==> src/rtl/serial_sub_pkg.sv <==
// Shared types and constants for the bit-serial half subtractor.
// Holds the FSM state encoding, the default operand width and the counter-width helper.
package serial_sub_pkg;

  typedef enum logic [1:0] {
    IDLE = 2'd0,
    RUN  = 2'd1,
    DONE = 2'd2
  } state_e;

  localparam int DEFAULT_WIDTH = 16;

  // Bits needed to index WIDTH positions; never below 1 so the counter stays declarable.
  function automatic int cnt_width(input int width);
    return (width <= 2) ? 1 : $clog2(width);
  endfunction

endpackage

==> src/rtl/serial_half_sub16_hs_cell.sv <==
// Combinational 1-bit half subtractor: dif = x - bin, bout = borrow out.
module hs_cell (
  input  logic x,
  input  logic bin,
  output logic dif,
  output logic bout
);

  assign dif  = x ^ bin;
  assign bout = ~x & bin;

endmodule

==> src/rtl/serial_half_sub16.sv <==
// Bit-serial half subtractor d = a - b (b is one bit), one bit per clock, start/busy/done handshake.
// Optional macro SERIAL_SUB_EARLY_EXIT_EN finishes as soon as the borrow clears.
module serial_half_sub16
  import serial_sub_pkg::*;
#(
  parameter int WIDTH = DEFAULT_WIDTH
) (
  input  logic             clk,
  input  logic             rst,
  input  logic             start,
  input  logic [WIDTH-1:0] a,
  input  logic             b,
  output logic             busy,
  output logic             done,
  output logic [WIDTH-1:0] d,
  output logic             bo
);

  localparam int             CW   = cnt_width(WIDTH);
  localparam logic [CW-1:0]  LAST = CW'(WIDTH - 1);

  state_e           state_q, state_d;
  logic [WIDTH-1:0] work_q, work_d;
  logic [WIDTH-1:0] d_q, d_d;
  logic [CW-1:0]    cnt_q, cnt_d;
  logic             brw_q, brw_d;
  logic             bo_q, bo_d;
  logic             busy_q, busy_d;
  logic             done_q, done_d;

  logic cell_x, cell_dif, cell_bout;
  logic finish;

  assign cell_x = work_q[cnt_q];

  hs_cell u_cell (
    .x    (cell_x),
    .bin  (brw_q),
    .dif  (cell_dif),
    .bout (cell_bout)
  );

`ifdef SERIAL_SUB_EARLY_EXIT_EN
  // Once the borrow dies the untouched upper bits of work already hold the answer.
  assign finish = (cnt_q == LAST) || !cell_bout;
`else
  assign finish = (cnt_q == LAST);
`endif

  // NOTE: every signal gets a default before the case so no path leaves one unassigned (no latch).
  always_comb begin
    state_d = state_q;
    work_d  = work_q;
    cnt_d   = cnt_q;
    brw_d   = brw_q;
    d_d     = d_q;
    bo_d    = bo_q;
    busy_d  = busy_q;
    done_d  = 1'b0;
    unique case (state_q)
      IDLE: begin
        if (start) begin
          work_d  = a;
          brw_d   = b;
          cnt_d   = '0;
          busy_d  = 1'b1;
          state_d = RUN;
        end
      end
      RUN: begin
        work_d[cnt_q] = cell_dif;
        brw_d         = cell_bout;
        if (finish) begin
          state_d = DONE;
        end else begin
          cnt_d = cnt_q + 1'b1;
        end
      end
      DONE: begin
        d_d     = work_q;
        bo_d    = brw_q;
        done_d  = 1'b1;
        busy_d  = 1'b0;
        state_d = IDLE;
      end
      default: begin
        busy_d  = 1'b0;
        state_d = IDLE;
      end
    endcase
  end

  // NOTE: sequential state uses non-blocking assignments so all flops update from pre-edge values.
  always_ff @(posedge clk) begin
    if (rst) begin
      state_q <= IDLE;
      work_q  <= '0;
      cnt_q   <= '0;
      brw_q   <= 1'b0;
      d_q     <= '0;
      bo_q    <= 1'b0;
      busy_q  <= 1'b0;
      done_q  <= 1'b0;
    end else begin
      state_q <= state_d;
      work_q  <= work_d;
      cnt_q   <= cnt_d;
      brw_q   <= brw_d;
      d_q     <= d_d;
      bo_q    <= bo_d;
      busy_q  <= busy_d;
      done_q  <= done_d;
    end
  end

  assign busy = busy_q;
  assign done = done_q;
  assign d    = d_q;
  assign bo   = bo_q;

endmodule

==> config.mk <==
export PLATFORM = sky130hd
export DESIGN_NAME = serial_half_sub16
export DESIGN_NICKNAME = d
export VERILOG_FILES = /design/src/rtl/serial_sub_pkg.sv /design/src/rtl/serial_half_sub16_hs_cell.sv /design/src/rtl/serial_half_sub16.sv
export SDC_FILE = /design/constraint.sdc
export NUM_CORES = 1
export LEC_CHECK = 0
export BUFFER_PORTS_ARGS = -buffer_cell sky130_fd_sc_hd__buf_2
export CORE_ASPECT_RATIO = 1.2
export CORE_MARGIN = 2
export CORE_UTILIZATION = 59
export CTS_CLUSTER_SIZE = 30
export DETAILED_ROUTE_END_ITERATION = 16
export PLACE_DENSITY = 0.82
export RECOVER_POWER = 50
export SLEW_MARGIN = 20
export SYNTH_ARGS = -nofsm -noshare
export SYNTH_HDL_FRONTEND = slang
export SYNTH_HIERARCHICAL = 1
export SYNTH_SLANG_ARGS = --single-unit
==> constraint.sdc <==
create_clock -name clk -period 6 [get_ports clk]
set_input_delay 1.2 -clock clk [delete_from_list [all_inputs] [get_ports clk]]
set_output_delay 1.2 -clock clk [all_outputs]
set_load 0.005 [all_outputs]
Yosys cells after proc, flatten, opt, wreduce, memory -nomap -nowiden
Cells that the tools add are included.

storage, ports and cells
  output and inout bits = 19
  bits in registers = 42
  input bits = 20
  word-level logic and storage cells = 46

cells by class
  bitwise gates (word level) = 4
  add/sub/neg operators = 1
  equal/unequal tests = 6
  reductions and logical operators = 7
  order comparisons = 2
  mux-type cells = 18

operators with widths
  kind                   count
  $pmux W16 S2           1
  $bwmux W16             1
  $mux W16               1
  $mux W4                2
  $pmux W4 S2            1
  $ne A2 B2 Y1 const B   3
  $reduce_and A2 Y1      3
  $lt A4 B5 Y1 const B   1
  $mux W1                5
  $add A4 B1 Y4 const B  1
  $bmux W1 S4            1
  $demux W1 S4           1
  $eq A4 B4 Y1 const B   1
  $ge A4 B1 Y1 const B   1
  $mux W2                2
  $pmux W1 S2            2
  $pmux W2 S2            1
  $reduce_and A3 Y1      1
  $eq A2 B1 Y1 const B   1
  $eq A2 B2 Y1 const B   1
  $logic_not A2 Y1       1
  $not A1 Y1             2
  $reduce_bool A2 Y1     1
  $and A1 B1 Y1          1
  other kinds (2)        2

Depth between registers and ports, before layout
  depth after elaboration = 6
  gate-level depth with buffers = 12
  gate-level depth less buffers = 10

Cells and area by module
Netlist, hierarchy kept.

by module, submodules not included
  module             cells an instance  area each (µm²)  times used
  serial_half_sub16  253                2,154.6          1
  hs_cell            3                  20.0             1

Least setup slack after synthesis
No wires, ideal clock.

  path type = register -> register
  start point = register cnt_q[0]
  end point = register work_q[3]
  data required time = 5.914 ns
  stages on the path, launching flop included = 13
  path slack = 3.364 ns
  setup time = 0.086 ns
  data arrival time = 2.550 ns
  clock period less this slack = 2.636 ns
  path through = dfxtp_1 > buf_2 > mux4_2 > nor2b_1 > a211oi_1 > a21oi_1 > inv_1 > ha_1 > inv_1 > clkbuf_1 > clkbuf_1 > a32oi_1 > a211oi_1

between the ends
  elaborated cells between the ends (all ways) = 10
  those cells by class = order compare: 2; mux: 6; bitwise: 1; reduce/logical: 1

RTL lines
  what                           RTL line                        source
  start, declared                serial_half_sub16.sv:25         logic [CW-1:0] cnt_q, cnt_d;
  start signal, assigned         serial_half_sub16.sv:107        cnt_q <= cnt_d;
  $bmux W1 S4                    serial_half_sub16.sv:34         assign cell_x = work_q[cnt_q];
  $mux W1 (not written as such)  serial_half_sub16.sv:34
  named net cell_x               serial_half_sub16.sv:31         logic cell_x, cell_dif, cell_bout;
  $xor A1 B1 Y1                  serial_half_sub16_hs_cell.sv:9  assign dif = x ^ bin;
  named net cell_dif             serial_half_sub16.sv:31
  $bwmux W16                     serial_half_sub16.sv:71         work_d[cnt_q] = cell_dif;
  $pmux W16 S2                   serial_half_sub16.sv:60         unique case (state_q)
  end signal, assigned           serial_half_sub16.sv:106        work_q <= work_d;
  end, declared                  serial_half_sub16.sv:23         logic [WIDTH-1:0] work_q, work_d;

The timed path passes the listed nets, and every way through them passes these cells. The select of a mux whose other input is x is not followed.
A chain may end at the register's enable or synchronous reset.

Worst setup path after layout
  start point = register cnt_q[0]
  end point = register work_q[14]

The elaborated chain is that of the path after synthesis.

==> flow_summary.yaml <==
layout:
  drive_gt1_frac: 0.185
  antenna_cells: 0
  syn_to_final_growth_pct: 9.67
  layout.nets: 300
  final_area_um2: 2380
  fill_cells: 306
  fin_cells: 315
  fin_util: 0.667
sta:
  setup_ws_ns: 2.99
  setup_tns_ns: 0
  fmax_mhz: 333
  fin_crit_ns: 3.01
  holdWs_ns: 0.453
  post-route-period-util: 0.501
  setup_viol: 0
  rsz0062_at_grt: "no"
  hold_viol_final: 0
  fin_skew_ns: 0.00395
  maxSlewViolCount: 43
  worst_pin_slew_ns: 1.81
  slew_headroom: -0.208
critical_path:
  r2r-end: "work_q[14]"
  critPathLaunch: "cnt_q[0]"
  ff2ff_path_depth: 9
  cp_max_fo: 16
  cp.arrival_ns: 3.20
  required_ns: 6.19
  critPathLaunchType: "register"
  timing.reg2reg.setup_slack_ns: 2.99
  critical_path_class: "register to register"
  timing.rr.start: "cnt_q[0]"
  cp-end-kind: "register"
floorplan:
  initial_core_util: 0.609
  die_width_um: 59.4
  core_area_um2: 3570
  dieHeight_um: 70.5
  boundaryPins: 39
  rows: 24
  dieArea_um2: 4190
drt:
  antenna_left: 0
  drt_iter0_markers: 152
  drtPass1Iterations: 4
  routedWlPerCell_um: 16.7
  drcViolationCount: 0
  vias: 2018
  viasPerCell: 6.41
  wirelength_mm: 5.26
job:
  max_cap_viol_count: 1
synthesis:
  syn-instance-count: 256
  syn-cell-area_um2: 2170
  postSynth.asyncResetShare: 0
  syn_area_per_cell_um2: 8.49
  synth_top_cell_area_share: 0.387
  synth-seq-cells: 42
  synth_area_leader_cell: "dfxtp_1"
  yosysWarnings: 6
  ys_seq_area_frac: 0.387
  ys.flop_type: "dfxtp_1"
  syn_nets: 281
  synth_area_leaders: "dfxtp_1 39%, a21oi_1 8.3%, nand2_1 6.7%"
  yosysUniqueCellTypes: 39
  synth_edf_count: 0
clock_tree:
  clkLatencyLatePin_ns: 0.30
  cts-resized-gates: 0
  ctsHtreeMaxLevel: 2
  hold_buffers: 0
  cts.sinks: 42
  cts_tree: "yes"
  post_cts_buffers: 0
  clk_pin_slew_ns: 0.08
  clockBufferDepth: 2
  cts_root_buffer: "clkbuf_8"
  numCtsBuffers: 5
hold_path:
  whs_path_depth: 2
  hold_class: "register to register"
  hold_end: "d[0]"
  min_from: "d[0]"
outcome:
  status: "finished, violations left"
  failed_checks: "max-capacitance violations, max-slew violations"
global_route:
  grt_use_total: 0.275
  grt_pass1_vias: 1818
  grt-ovfl-total: 0
  antenna_found_initial: 0
  grt_max_degree: 43
  grt_pass1_wl_mm: 8.98
power:
  p_leak_nw: 0.840
  power_density_nw_per_um2: 252
  ir_drop_uv: 179
  p_total_uw: 600
placed_design:
  dpl.hpwl_mm: 3.46
  post-place-ws_ns: 3.11
  dpl.cell_count: 307
  dpl_cell_area_um2: 2280
  gp_congestion: 0.912
  io_buffers: 38
[area by class of cell]
type	instances	area, µm²	share of cell area
multi-input cells	180	1170	0.490
flip-flops and latches	42	841	0.353
repair buffers	39	190	0.0797
clock buffers	6	72.6	0.0304
well taps	39	48.8	0.0205
clock inverters	2	37.5	0.0157
inverters	7	26.3	0.0110
[synthesized netlist by cell type, drive strengths merged (4+ instances only)]
cell type / instances
ha: 5
nand2b: 4
a311oi: 4
nand4b: 6
nor2: 20
nand2: 40
inv: 7
nand3: 6
nand4: 4
buf: 15
a21oi: 36
clkbuf: 12
a211oi: 18
dfxtp: 42
mux4: 4
a32oi: 11
[placed cells by master, fill, tap and decap left out, types with 2 or more instances in the layout]
cell,count
nand3_1,6
dfxtp_1,42
o21ai_0,3
nand2b_1,4
clkbuf_1,7
nor3_1,2
buf_2,32
mux4_2,4
inv_1,6
nand4b_1,6
nand4_1,4
a32oi_1,11
nor2_1,19
a211oi_1,18
a311oi_1,4
a21oi_1,36
nand2_1,39
mux2i_1,2
clkbuf_8,5
nand4bb_1,3
ha_1,5
[metal layers]
metal  share of wire  global-route usage
met5               0                   0
met4           0.019              0.0884
met3           0.072              0.0556
met2            0.47               0.419
met1            0.43               0.388
[cells by family after synthesis]
logic type | count (synthesis) | share of synthesized area
AOI/OAI and AO/OA | 78 | 0.235
xor gates and xnor gates | 1 | 0.00403
adders and majority gates | 5 | 0.0288
buffers and inverters | 34 | 0.0759
DFF | 42 | 0.387
muxes | 6 | 0.0506
and+or+nand+nor | 90 | 0.219
[critical path, stage by stage (launching register included)]
cell	delay, ns
dfxtp_1	0.60
mux4_2	0.56
nor2b_1	0.15
a211oi_1	0.26
a21oi_1	0.06
inv_1	0.10
ha_1	0.25
inv_1	0.43
a32oi_1	0.22
a211oi_1	0.26
[registers in the layout, summed over array words and instances, names as in the netlist]
register / count
bo: 1
done: 1
busy: 1
work_q: 16
d: 16
cnt_q: 4
state_q: 2
brw_q: 1
[worst max path at each step]
stage / endpoint / slack, ns / cells after the start
after floorplan: work_q[3] / 3.36 / 12
after global placement: work_q[0] / 3.26 / 9
after detailed placement: work_q[12] / 3.11 / 9
after CTS: work_q[14] / 3.03 / 9
after global routing: work_q[14] / 2.73 / 9
final: work_q[14] / 2.99 / 9
[power breakdown]
group	switching [mW]	internal (mW)	total (mW)
registers	0.0154	0.290	0.305
logic	0.0426	0.0290	0.0716
clock network	0.0993	0.124	0.223
total	0.157	0.443	0.600
No activity file was read; power rests on OpenSTA's default activity.
